File: config.mk
export PLATFORM = sky130hd
export DESIGN_NAME = inta_sequencer
export DESIGN_NICKNAME = d
export VERILOG_FILES = /design/src/rtl/inta_sequencer.sv
export SDC_FILE = /design/constraint.sdc
export NUM_CORES = 1
export LEC_CHECK = 0
export BUFFER_PORTS_ARGS = -buffer_cell sky130_fd_sc_hd__buf_2
export CORE_MARGIN = 4
export CORE_UTILIZATION = 57
export CTS_CLUSTER_DIAMETER = 40
export DETAILED_ROUTE_END_ITERATION = 6
export HOLD_SLACK_MARGIN = 0.05
export PLACE_DENSITY = 0.82
export SLEW_MARGIN = 30
export SYNTH_ARGS = -nofsm -noshare
export SYNTH_HDL_FRONTEND = slang
export SYNTH_SLANG_ARGS = --single-unit
File: constraint.sdc
create_clock -name clk -period 5.2 [get_ports clk]
set_clock_uncertainty 0.05 [all_clocks]
set_input_delay 0.52 -clock clk [delete_from_list [all_inputs] [get_ports clk]]
set_output_delay 0.52 -clock clk [all_outputs]
set_load 0.05 [all_outputs]
File: src/rtl/inta_sequencer.sv
// Purpose  : CPU side of the 8259A interrupt path. Keeps the ISR under fully-nested
//            priority, drives INT, runs the two-pulse 8086 INTA acknowledge and places
//            the vector byte on the data bus. Also applies EOI commands.
// Latency  : int_o one cycle after a request qualifies; ISR/irr_clr one cycle after
//            the first INTA falls; vector enabled one cycle after the second INTA falls.
// Backpressure: none. The CPU paces the acknowledge via inta_n. A missing second INTA
//            is abandoned after INTA_TIMEOUT cycles.
//
// Build option: define AUTO_EOI_EN for Automatic EOI mode. In this mode, the ISR bit of
//            the acknowledged level clears at the second INTA rising edge. Spurious
//            acknowledges are unaffected, and explicit EOIs are still honoured.
//
// Ports:
//   clk, rst_n          system clock, async active-low reset
//   irr                 masked Interrupt Request Register
//   resolved_interrupt  highest-priority requesting level from the priority resolver
//   icw2_base           vector bits T7..T3
//   inta_n              CPU acknowledge, active low, synchronous to clk
//   eoi_valid           one-cycle EOI strobe
//   eoi_specific        1 = specific EOI (eoi_level), 0 = non-specific
//   eoi_level           level cleared by a specific EOI
//   int_o               interrupt request to the CPU
//   isr                 In-Service Register
//   irr_clr             one-cycle one-hot IRR clear at the first INTA
//   data_out, data_oe   vector byte and its bus drive enable
//   spurious            one-cycle pulse when a level-7 spurious vector completes
module inta_sequencer #(
    parameter int INTA_TIMEOUT = 16,
    parameter int TO_W         = 5      // 2**TO_W must exceed INTA_TIMEOUT
) (
    input  logic       clk,
    input  logic       rst_n,
    input  logic [7:0] irr,
    input  logic [2:0] resolved_interrupt,
    input  logic [4:0] icw2_base,
    input  logic       inta_n,
    input  logic       eoi_valid,
    input  logic       eoi_specific,
    input  logic [2:0] eoi_level,
    output logic       int_o,
    output logic [7:0] isr,
    output logic [7:0] irr_clr,
    output logic [7:0] data_out,
    output logic       data_oe,
    output logic       spurious
);

    typedef enum logic [2:0] {
        IDLE,
        REQ,
        ACK1,
        WAIT2,
        ACK2
    } state_t;

    localparam logic [TO_W-1:0] TO_LIMIT = TO_W'(INTA_TIMEOUT);

    state_t          state;
    logic            inta_n_q;
    logic            fall;
    logic            rise;
    logic [2:0]      lvl;        // level whose vector is issued at the second INTA
    logic            spur_flag;  // current acknowledge is a spurious level-7 one
    logic [TO_W-1:0] cnt;

    logic            isr_any;
    logic [2:0]      isr_low;    // highest-priority (lowest-numbered) in-service level
    logic            req_ok;
    logic [7:0]      isr_set;
    logic [7:0]      eoi_clr;
    logic [7:0]      auto_clr;

    assign fall = inta_n_q & ~inta_n;
    assign rise = ~inta_n_q & inta_n;

    // Lowest-numbered set ISR bit. Scanning downward lets the lowest index win.
    always_comb begin
        isr_any = |isr;
        isr_low = 3'd0;
        for (int i = 7; i >= 0; i--) begin
            if (isr[i]) begin
                isr_low = 3'(i);
            end
        end
    end

    // A request may interrupt only if it outranks everything already in service.
    assign req_ok = (|irr) && (!isr_any || (resolved_interrupt < isr_low));

    // The ISR set happens on the first INTA fall when the request is still valid.
    // The IRR clear uses the same one-hot mask.
    assign isr_set = (state == REQ && fall && req_ok) ? (8'b1 << resolved_interrupt) : 8'h00;

    // Non-specific EOI isolates the lowest set bit with the two's-complement trick.
    always_comb begin
        eoi_clr = 8'h00;
        if (eoi_valid) begin
            if (eoi_specific) begin
                eoi_clr = 8'b1 << eoi_level;
            end else begin
                eoi_clr = isr & (~isr + 8'd1);
            end
        end
    end

`ifdef AUTO_EOI_EN
    assign auto_clr = (state == ACK2 && rise && !spur_flag) ? (8'b1 << lvl) : 8'h00;
`else
    assign auto_clr = 8'h00;
`endif

    always_ff @(posedge clk or negedge rst_n) begin
        if (!rst_n) begin
            state     <= IDLE;
            inta_n_q  <= 1'b1;
            int_o     <= 1'b0;
            isr       <= 8'h00;
            irr_clr   <= 8'h00;
            data_out  <= 8'h00;
            data_oe   <= 1'b0;
            spurious  <= 1'b0;
            lvl       <= 3'd0;
            spur_flag <= 1'b0;
            cnt       <= '0;
        end else begin
            inta_n_q <= inta_n;
            irr_clr  <= 8'h00;
            spurious <= 1'b0;
            // Clears apply first so a set on the same bit wins.
            isr      <= (isr & ~(eoi_clr | auto_clr)) | isr_set;

            case (state)
                IDLE: begin
                    // INTA activity here is ignored. Only a qualified request moves on.
                    if (req_ok) begin
                        state <= REQ;
                        int_o <= 1'b1;
                    end
                end

                REQ: begin
                    if (fall) begin
                        state <= ACK1;
                        int_o <= 1'b0;
                        if (req_ok) begin
                            lvl       <= resolved_interrupt;
                            spur_flag <= 1'b0;
                            irr_clr   <= isr_set;
                        end else begin
                            // Request vanished under the acknowledge: answer with level 7.
                            lvl       <= 3'd7;
                            spur_flag <= 1'b1;
                        end
                    end else if (!req_ok) begin
                        state <= IDLE;
                        int_o <= 1'b0;
                    end
                end

                ACK1: begin
                    if (rise) begin
                        state <= WAIT2;
                        cnt   <= '0;
                    end
                end

                WAIT2: begin
                    if (fall) begin
                        state    <= ACK2;
                        data_out <= {icw2_base, lvl};
                        data_oe  <= 1'b1;
                    end else if (cnt == TO_LIMIT) begin
                        // Abandon the acknowledge. The ISR bit stays until an EOI.
                        state     <= IDLE;
                        cnt       <= '0;
                        spur_flag <= 1'b0;
                    end else begin
                        cnt <= cnt + 1'b1;
                    end
                end

                ACK2: begin
                    if (rise) begin
                        state     <= IDLE;
                        data_oe   <= 1'b0;
                        spurious  <= spur_flag;
                        spur_flag <= 1'b0;
                    end
                end

                default: begin
                    state <= IDLE;
                end
            endcase
        end
    end

endmodule

==> results of run 1 <==
[worst max-delay path, cell delays in order (launching register included)]
cell	delay, ns
dfrtp_1	0.48
nor4_4	0.37
or2b_1	0.26
ha_1	0.28
nand3_1	0.08
o21ai_2	0.77
o31ai_1	0.21
[how the worst max path moves through the flow]
| stage | startpoint | end | depth (start not counted) | slack, ns |
|---|---|---|---|---|
| 2_1_floorplan | isr[0] | isr[6] | 9 | 2.72 |
| 3_3_place_gp | isr[0] | isr[2] | 6 | 2.65 |
| 3_5_place_dp | isr[0] | isr[3] | 6 | 2.56 |
| 4_1_cts | isr[0] | isr[3] | 6 | 2.56 |
| 5_1_grt | isr[0] | isr[1] | 6 | 2.36 |
| 6_report | isr[0] | isr[3] | 6 | 2.54 |
[metrics by stage]
stage / area, sq um / hold WS [ns] / power [W] / worst slack (ns)
global placement: 2338 / 0.4208 / 0.001022 / 2.648
finish: 2462 / 0.1540 / 0.001296 / 2.538
detailed placement: 2338 / 0.4366 / 0.001035 / 2.559
CTS: 2460 / 0.3297 / 0.001298 / 2.561
global route: 2462 / 0.1814 / 0.001377 / 2.363
floorplan: 2082 / 0.1744 / 0.0009294 / 2.724
[power breakdown]
| part | total, W | leakage [nW] | switching (W) | internal (W) |
|---|---|---|---|---|
| Sequential | 0.000470 | 0.512 | 0.0000822 | 0.000388 |
| Clock | 0.000266 | 0.0614 | 0.000109 | 0.000157 |
| Combinational | 0.000560 | 0.578 | 0.000383 | 0.000177 |
| Total | 0.00130 | 1.15 | 0.000574 | 0.000723 |
[final cells by class]
class	count	area [sq um]
timing repair buffer	50	252.7
fill	284	979.7
sequential	40	1002
tap	46	57.56
clock inverter	2	38.79
clock buffer	6	82.58
inverter	8	30.03
multi-input combinational	149	998.5
[sequential cells by signal, summed over array words and instances, names as in the netlist]
register / cells
cnt: 5
data_oe: 1
data_out: 8
int_o: 1
inta_n_q: 1
irr_clr: 8
isr: 8
lvl: 3
spur_flag: 1
spurious: 1
state: 3
[layout by cell type (no fill, tap or decap), types with 3 or more instances in the layout]
cell	n
nor3_1	11
a21oi_1	9
ha_1	4
dfrtp_1	39
nand3_1	7
nand2b_1	3
nor2_1	14
nor4_1	7
o21ai_0	19
clkbuf_8	6
inv_1	6
o31ai_1	7
nor2b_1	4
a31oi_1	3
or2_2	4
mux2_2	9
buf_2	49
nand2_1	14
[per-layer routing]
metal  global-route usage, %  vias to the layer above
met2                   35.16                       56
met1                   30.65                      820
met3                   4.762                        2
met5                       0                        -
met4                   5.707                        0
li1                        -                      857
[kinds of logic after synthesis]
group / Yosys count / share of synthesized area, %
AO/OA/AOI/OAI: 59 / 18.81
buffers and inverters: 15 / 3.906
adder cells (fa/ha/maj): 4 / 2.404
flip-flops: 40 / 48.14
multiplexers: 11 / 5.829
AND/OR/NAND/NOR: 75 / 20.91
==> summary.md, run 1 <==
| Metric | Value |
|---|---|
| Post-DP HPWL | `3237 microns` |
| Die area | `4683 sq um` |
| Warnings, synthesis | `0` |
| FF-to-FF setup slack | `2.54 ns` |
| Arrival time of data at the critical path endpoint | `2.74 ns` |
| Avg Cell Area, Syn | `10.21 sq um` |
| Relative max-transition margin | `35.95%` |
| Max Root-Sink Buffers | `2` |
| Worst-path clk slew | `0.08 ns` |
| Top cells by area, synth | `dfrtp_1 (47%), mux2_2 (4.9%), o21ai_0 (4.6%)` |
| Vias per cell | `5.764` |
| Commonest cells in the netlist | `dfrtp_1 (39), o21ai_0 (19), nand2_1 (14), nor2_1 (14), nor3_1 (11)` |
| Cell Pwr Density | `526.4 nW/um^2` |
| Vias in the first global route | `1635` |
| Via count | `1735` |
| Critical path class | `register to register` |
| Final Slew Violations | `0` |
| Fin nets | `282` |
| Number of setup violations in the final report | `0` |
| First-pass GRT wire length | `7748 microns` |
| Max-cap violation count | `0` |
| Actual transition at the worst max-transition pin | `0.9606 ns` |
| Startpoint types | `register` |
| Fin util | `71.54%` |
| Minimum clock period after layout | `2.662 ns` |
| Static Leak | `1.151 nW` |
| EDFF count, synth | `0` |
| Detail Route Antenna Nets | `0` |
| RSZ-0062 raised after global routing | `no` |
| Total CTS buffers | `5` |
| Layout cells sized above 1 | `32.94%` |
| Wire length per cell | `15.47 microns` |
| Die Height | `68.44 microns` |
| Hold_buf cts | `0` |
| CP endpoint kind | `register` |
| Post-synthesis sequential area ratio | `48.14%` |
| Post-synth top flop | `dfrtp_1` |
| R2R Path End | `isr[3]` |
| Outcome | `finished, final reports clean` |
| IO Count | `51` |
| Routed wire length | `4656 microns` |
| GR Overflow Total | `0` |
| Distinct cells, synth | `48` |
| Mapped Cells | `204` |
| Final antenna diode count | `0` |
| Path category of the worst min-delay check | `input pin to asynchronous set/reset pin` |
| Maximum fanout along the worst path | `22` |
| Top cell type's share of synthesized area | `46.88%` |
| DR WL met3 | `305 microns` |
| Post-CTS Setup Bufs | `0` |
| Syn Nets | `232` |
| Leading area contributor after synthesis | `dfrtp_1` |
| Critical path required time | `5.28 ns` |
| Highest metal used | `met4` |
| Worst reg2reg startpoint | `isr[0]` |
| Initial DRC count | `151` |
| Reg2reg path depth | `6` |
| Mapped Area | `2082 sq um` |
| Gr usage total | `22.13%` |
| Met1 WL | `2128 microns` |
| Remaining DRCs | `0` |
| Placed Instances | `293` |
| Fmax | `0.3756 GHz` |
| Final Cycle Share | `51.20%` |
| Clk_lat worst skew | `0.29 ns` |
| P&R area growth vs syn | `18.27%` |
| Ys async rst share | `100.0%` |
| Initial Util | `60.49%` |
| Post-cts resize count | `0` |
| Clk root buf | `clkbuf_8` |
| Final Hold Viols | `0` |
| Row count | `21` |
| Core Area | `3442 sq um` |
| Initial antenna violation count | `0` |
| Final std cells w/o fill | `301` |
| TNS Setup | `0 ns` |
| Routed length on met2 | `2196 microns` |
| Initial DRT Pass Iterations | `5` |
| PortBufs | `50` |
| CTS tree | `yes` |
| Pin count of the biggest net entering global routing | `41` |
| Seq cells post-synth | `40` |
| Peak supply drop | `525.2 uV` |
| CTS HTree Levels | `2` |
| Die Wd | `68.44 microns` |
| TritonCTS Sinks | `40` |
| Routability-driven placement congestion ratio | `0.9442` |
| Most frequent cell after synthesis | `dfrtp_1` |
Note: power is estimated with default switching activity, not from simulation.
==> inputs of run 2 (changes only) <==
--- a/config.mk
+++ b/config.mk
@@ -7,11 +7,11 @@
 export LEC_CHECK = 0
 export BUFFER_PORTS_ARGS = -buffer_cell sky130_fd_sc_hd__buf_2
 export CORE_MARGIN = 4
-export CORE_UTILIZATION = 57
+export CORE_UTILIZATION = 53
 export CTS_CLUSTER_DIAMETER = 40
 export DETAILED_ROUTE_END_ITERATION = 6
 export HOLD_SLACK_MARGIN = 0.05
-export PLACE_DENSITY = 0.82
+export PLACE_DENSITY = 0.77
 export SLEW_MARGIN = 30
 export SYNTH_ARGS = -nofsm -noshare
 export SYNTH_HDL_FRONTEND = slang
==> constraint.sdc (replaced) <==
create_clock -name clk -period 2.6 [get_ports clk]
set_clock_uncertainty 0.05 [all_clocks]
set_input_delay 0.26 -clock clk [delete_from_list [all_inputs] [get_ports clk]]
set_output_delay 0.26 -clock clk [all_outputs]
set_load 0.05 [all_outputs]
==> run 2 against run 1 <==
Core utilization shrank 4.3 points. Highest routed layer unchanged. Register-to-register slack worse by 2.4 ns. Setup slack got worse by 2.4 ns. Combinational power up 110%. Critical endpoint is now isr[5]. Non-clock buffer count grew 7. Sequential cell count stayed put. Global-route usage decreased by 3.4 points.
==> summary.md, run 2 (synthesis gave the netlist of run 1 again) <==
| Metric | Value |
|---|---|
| CTS tree | `yes` |
| IO Count | `51 (unchanged)` |
| Sequential cell area | `1005 sq um (+0.25%)` |
| Relative max-transition margin | `63.71% (+28 points)` |
| TritonCTS Sinks | `40 (unchanged)` |
| Final Cycle Share | `93.16% (+42 points)` |
| Minimum clock period after layout | `2.422 ns (-0.2401 ns)` |
| Peak supply drop | `870.8 uV (+66%)` |
| Clk root buf | `clkbuf_8` |
| Final antenna diode count | `0 (unchanged)` |
| CP cell instances | `nor4_4, or2b_1, ha_1, a21oi_1, a21oi_2, a21oi_2, o21ai_2, buf_4, o41ai_1` |
| Commonest non-fill, non-tap cell in the layout | `buf_2` |
| Worst Slack Setup Final | `0.1778 ns (-2.360 ns)` |
| Vias in the first global route | `1665 (+1.8%)` |
| Hold wc startpoint | `inta_n` |
| Maximum fanout along the worst path | `22 (unchanged)` |
| Pin count of the biggest net entering global routing | `41 (unchanged)` |
| Final Hold Viols | `0 (unchanged)` |
| Post-DP HPWL | `3407 microns (+5.2%)` |
| Reg2reg path depth | `9 (+3)` |
| Initial DRT Pass Iterations | `4 (-1)` |
| Critical path class | `register to register` |
| Via count | `1768 (+1.9%)` |
| FF-to-FF setup slack | `0.18 ns (-2.36 ns)` |
| Max incr delay on CP | `0.46 ns (-0.31 ns)` |
| Max-cap violation count | `0 (unchanged)` |
| Path category of the worst min-delay check | `input pin to register` |
| Initial DRC count | `131 (-13%)` |
| First-pass GRT wire length | `7721 microns (-0.35%)` |
| Worst reg2reg startpoint | `isr[1]` |
| Total CTS buffers | `5 (unchanged)` |
| Detail Route Antenna Nets | `0 (unchanged)` |
| Startpoint types | `register` |
| Die Wd | `70.68 microns (+3.3%)` |
| Most frequent cells in the layout | `buf_2 (50), dfrtp_1 (37), o21ai_0 (19), nor2_1 (14), nand2_1 (14)` |
| Vias per cell | `5.703 (-1.1%)` |
| R2R Path End | `isr[5]` |
| CP max-delay cell | `dfrtp_2` |
| Max Root-Sink Buffers | `2 (unchanged)` |
| Crit path top cell by count | `a21oi_2` |
| Routability-driven placement congestion ratio | `0.8839 (-6.4%)` |
| Gr usage total | `18.76% (-3.4 points)` |
| Worst-path clk slew | `0.08 ns (about the same)` |
| Number of fill cells | `325 (+14%)` |
| Arrival time of data at the critical path endpoint | `2.55 ns (-0.19 ns)` |
| Hold Path End | `inta_n_q` |
| CTS HTree Levels | `2 (unchanged)` |
| Initial antenna violation count | `0 (unchanged)` |
| Hold Path Depth | `1` |
| Fin nets | `289 (+2.5%)` |
| Static Leak | `1.173 nW (+1.9%)` |
| Delay-heaviest family, CP | `compound AO/OA/AOI/OAI gates` |
| PortBufs | `50 (unchanged)` |
| Layout cells sized above 1 | `35.11% (+2.2 points)` |
| TNS Setup | `0 ns (unchanged)` |
| GR Overflow Total | `0 (unchanged)` |
| Initial Util | `56.03% (-4.5 points)` |
| Die Height | `70.68 microns (+3.3%)` |
| Worst path buffer plus inverter count | `1 (+1)` |
| Number of setup violations in the final report | `0 (unchanged)` |
| CP endpoint kind | `register` |
| Die area | `4995 sq um (+6.7%)` |
| Largest registers | `data_out: 8 flops, irr_clr: 8 flops, isr: 8 flops` |
| Placement Setup Slack | `0.1618 ns (-2.397 ns)` |
| Final Slew Violations | `0 (unchanged)` |
| Row count | `22 (+4.8%)` |
| P&R area growth vs syn | `20.01%` |
| Critical path required time | `2.73 ns (-2.55 ns)` |
| Actual transition at the worst max-transition pin | `0.5402 ns (-0.4204 ns)` |
| Cell Pwr Density | `1000 nW/um^2 (+90%)` |
| Fmax | `0.4128 GHz (+9.9%)` |
| Multi-input logic area | `998.5 sq um (unchanged)` |
| Routed wire length | `4531 microns (-2.7%)` |
| Clk_lat worst skew | `0.29 ns (about the same)` |
| Core Area | `3716 sq um (+8.0%)` |
| Remaining DRCs | `0 (unchanged)` |
| Wire length per cell | `14.62 microns (-5.5%)` |
| Crit. path cell count | `9 (+3)` |
| Outcome | `finished, final reports clean` |
-- run 2: changes by cell type in the layout (fill, tap and decap cells not counted), moves of 2 or more --
cell and delta:
dfrtp_2 +2, dfrtp_1 -2, buf_4 +4, clkinv_2 +2
-- run 2: cell type report --
class | count | share of cell area [%]
sequential | 40 | 40.21
tap | 48 | 2.404
multi-input combinational | 149 | 39.96
timing repair buffer | 57 | 12.72
inverter | 8 | 1.202
clock buffer | 5 | 2.754
clock inverter | 3 | 0.7511
-- run 2: per-stage QoR --
stage | utilization [%] | instance area (sq um) | hold slack, ns | total power (W) | std cells
after global routing | 67.24 | 2499 | 0.1010 | 0.002657 | 310
after global placement | 64.01 | 2379 | 0.3772 | 0.002080 | 300
after detailed placement | 64.01 | 2379 | 0.3628 | 0.002103 | 300
after CTS | 66.63 | 2476 | 0.08832 | 0.002505 | 309
final | 67.24 | 2499 | 0.09126 | 0.002499 | 310
after floorplan | - | 2082 | -0.08559 | 0.001859 | 204
-- run 2: power by group --
part,internal (W),switching (W),total [W]
Sequential,0.000777,0.000150,0.000927
Combinational,0.000395,0.000777,0.00117
Clock,0.000187,0.000213,0.000400
Total,0.00136,0.00114,0.00250
-- run 2: worst max-delay path by stage --
| stage | startpoint | endpoint | slack [ns] |
|---|---|---|---|
| global placement | isr[0] | isr[7] | 0.30 |
| detailed placement | isr[0] | isr[5] | 0.16 |
| floorplan | isr[0] | isr[6] | 0.12 |
| finish | isr[1] | isr[5] | 0.18 |
| CTS | isr[0] | isr[5] | 0.15 |
| global route | isr[1] | isr[7] | -0.01 |
-- run 2: repair_timing --
item	4_1_cts	5_1_grt
gates resized for setup	0	2
hold buffers	1	0
setup buffers	0	0
setup endpoints to repair	0	1
hold endpoints to repair	4	0
-- run 2: routing by layer --
metal	track usage (%)	wire length (microns)	vias up
li1	-	-	870
met1	26.56	2141	846
met2	30.04	2112	46
met3	4.545	236	6
met4	3.132	40	0
met5	0	0	-
==> inputs of run 3 (changes only) <==
--- a/config.mk
+++ b/config.mk
@@ -7,11 +7,11 @@
 export LEC_CHECK = 0
 export BUFFER_PORTS_ARGS = -buffer_cell sky130_fd_sc_hd__buf_2
 export CORE_MARGIN = 4
-export CORE_UTILIZATION = 53
+export CORE_UTILIZATION = 44
 export CTS_CLUSTER_DIAMETER = 40
 export DETAILED_ROUTE_END_ITERATION = 6
 export HOLD_SLACK_MARGIN = 0.05
-export PLACE_DENSITY = 0.77
+export PLACE_DENSITY = 0.66
 export SLEW_MARGIN = 30
 export SYNTH_ARGS = -nofsm -noshare
 export SYNTH_HDL_FRONTEND = slang
==> run 3 against run 2 <==
Global-route usage decreased by 2.0 points. Combinational power about the same. Critical path depth unchanged. Via count decreased by 1.8%. Worst hold slack about the same. Register-to-register slack about the same. Total power increased by 0.67%. Final cell count increased by 0.65%. Wire length increased by 3.0%.
==> summary.md, run 3 (synthesis gave the netlist of run 1 again) <==
| Metric | Value |
|---|---|
| Outcome | `finished, final reports clean` |
| Startpoint types | `register` |
| Largest registers | `data_out: 8 flops, irr_clr: 8 flops, isr: 8 flops` |
| Pin count of the biggest net entering global routing | `41 (unchanged)` |
| P&R area growth vs syn | `19.89%` |
| Initial antenna violation count | `0 (unchanged)` |
| IO Count | `51 (unchanged)` |
| Routability-driven placement congestion ratio | `0.8457 (-4.3%)` |
| Post-DP HPWL | `3427 microns (+0.59%)` |
| FF-to-FF setup slack | `0.19 ns (about the same)` |
| Crit path top cell by count | `a21oi_2` |
| Max incr delay on CP | `0.48 ns (+0.02 ns)` |
| CTS tree | `yes` |
| Post-CTS Setup Bufs | `0 (unchanged)` |
| Remaining DRCs | `0 (unchanged)` |
| Delay-heaviest family, CP | `compound AO/OA/AOI/OAI gates` |
| Reg2reg path depth | `9 (unchanged)` |
| Fmax | `0.4154 GHz (+0.61%)` |
| Core Area | `4474 sq um (+20%)` |
| CP cell instances | `nor4_4, or2b_1, ha_1, a21oi_1, a21oi_2, a21oi_2, o21ai_2, buf_4, o41ai_2` |
| Cell Pwr Density | `1008 nW/um^2 (+0.77%)` |
| First-pass GRT wire length | `7859 microns (+1.8%)` |
| Hold Path End | `inta_n_q` |
| Worst path buffer plus inverter count | `1 (unchanged)` |
| Hold Path Depth | `1 (unchanged)` |
| Placement Cell Area | `2376 sq um (-0.11%)` |
| Total CTS buffers | `5 (unchanged)` |
| Arrival time of data at the critical path endpoint | `2.55 ns (about the same)` |
| Vias in the first global route | `1555 (-6.6%)` |
| Initial DRT Pass Iterations | `4 (unchanged)` |
| Gr usage total | `16.73% (-2.0 points)` |
| Critical path class | `register to register` |
| Wire length per cell | `14.96 microns (+2.4%)` |
| Clk_lat worst skew | `0.30 ns (about the same)` |
| RSZ-0062 raised after global routing | `no` |
| Row count | `24 (+9.1%)` |
| Commonest non-fill, non-tap cell in the layout | `buf_2` |
| Initial Util | `46.53% (-9.5 points)` |
| Relative max-transition margin | `63.31% (-0.41 points)` |
| Die Height | `76.79 microns (+8.7%)` |
| Worst reg2reg startpoint | `isr[0]` |
| CP max-delay cell | `dfrtp_1` |
| Via count | `1736 (-1.8%)` |
| PortBufs | `50 (unchanged)` |
| Max-cap violation count | `0 (unchanged)` |
| Static Leak | `1.166 nW (-0.57%)` |
| Fin nets | `287 (-0.69%)` |
| Final Cycle Share | `92.60% (-0.56 points)` |
| Minimum clock period after layout | `2.408 ns (-0.01461 ns)` |
| Detail Route Antenna Nets | `0 (unchanged)` |
| Most frequent cells in the layout | `buf_2 (49), dfrtp_1 (39), o21ai_0 (19), nor2_1 (14), nand2_1 (14)` |
| TritonCTS Sinks | `40 (unchanged)` |
| Actual transition at the worst max-transition pin | `0.5462 ns (+0.006032 ns)` |
| Path category of the worst min-delay check | `input pin to register` |
| Peak supply drop | `581.0 uV (-33%)` |
| CTS HTree Levels | `2 (unchanged)` |
| GR Overflow Total | `0 (unchanged)` |
| Hold wc startpoint | `inta_n` |
| Final Slew Violations | `0 (unchanged)` |
| Initial DRC count | `100 (-24%)` |
| Worst-path clk slew | `0.08 ns (about the same)` |
| Vias per cell | `5.564 (-2.4%)` |
| Number of setup violations in the final report | `0 (unchanged)` |
| Final antenna diode count | `0 (unchanged)` |
| Max Root-Sink Buffers | `2 (unchanged)` |
| Die Wd | `76.79 microns (+8.7%)` |
| Final Hold Viols | `0 (unchanged)` |
| R2R Path End | `isr[5]` |
| Fin area | `2496 sq um (-0.10%)` |
| Critical path required time | `2.74 ns (about the same)` |
| CP endpoint kind | `register` |
| TNS Setup | `0 ns (unchanged)` |
| Routed wire length | `4669 microns (+3.0%)` |
| Layout cells sized above 1 | `34.62% (-0.50 points)` |
| Maximum fanout along the worst path | `22 (unchanged)` |
| Die area | `5897 sq um (+18%)` |
| Clk root buf | `clkbuf_8` |
run 3: changes by cell type in the layout (fill, tap and decap cells not counted), sizes merged:
cell      delta
buf          -2
clkinv       -2
clkinvlp     +2
run 3: metal layers:
metal	vias to the layer above	share of wire [%]	global-route usage, %	wire, microns
met5	-	0	0	0
met2	29	46	25.35	2150
li1	862	-	-	-
met3	6	4.1	4.333	192
met1	839	48	23.31	2256
met4	0	1.5	5.435	69
run 3: where the power goes:
group / internal (W) / switching, W
Clock: 0.000190 / 0.000232
Sequential: 0.000776 / 0.000156
Combinational: 0.000391 / 0.000770
Total: 0.00136 / 0.00116
run 3: worst max-delay path by stage:
stage	from	endpoint	slack, ns	cells after the start
after detailed placement	isr[0]	isr[5]	0.15	9
after floorplan	isr[0]	isr[6]	0.12	9
after CTS	isr[0]	isr[5]	0.12	9
after global routing	isr[0]	isr[5]	0.03	9
after global placement	isr[0]	isr[7]	0.29	9
final	isr[0]	isr[5]	0.19	9
run 3: worst reg2reg max path: stages (launching register included):
cell	delay [ns]
dfrtp_1	0.48
nor4_4	0.29
or2b_1	0.25
ha_1	0.30
a21oi_1	0.18
a21oi_2	0.05
a21oi_2	0.11
o21ai_2	0.06
buf_4	0.21
o41ai_2	0.32
run 3: repair_timing:
item                       in CTS  in global routing
gates resized for setup         0                  2
hold buffers                    0                  1
setup endpoints to repair       0                  2
hold endpoints to repair        0                 39
run 3: through the flow:
step	util [%]	hold slack (ns)	setup WS, ns	instances	total power [W]
5_1_grt	55.79	0.06953	0.03028	312	0.002704
3_3_place_gp	53.10	0.3819	0.2866	303	0.002088
3_5_place_dp	53.10	0.3785	0.1470	303	0.002107
4_1_cts	55.17	0.05187	0.1225	311	0.002534
6_report	55.79	0.09154	0.1924	312	0.002515
2_1_floorplan	-	-0.08559	0.1236	204	0.001859
run 3: final cells by class:
type / count / area (sq um)
Fill cell: 401 / 1978
Sequential cell: 40 / 1002
Clock buffer: 5 / 68.82
Clock inverter: 3 / 23.77
Tap cell: 52 / 65.06
Inverter: 8 / 30.03
Timing Repair Buffer: 55 / 292.8
Multi-Input combinational cell: 149 / 1013
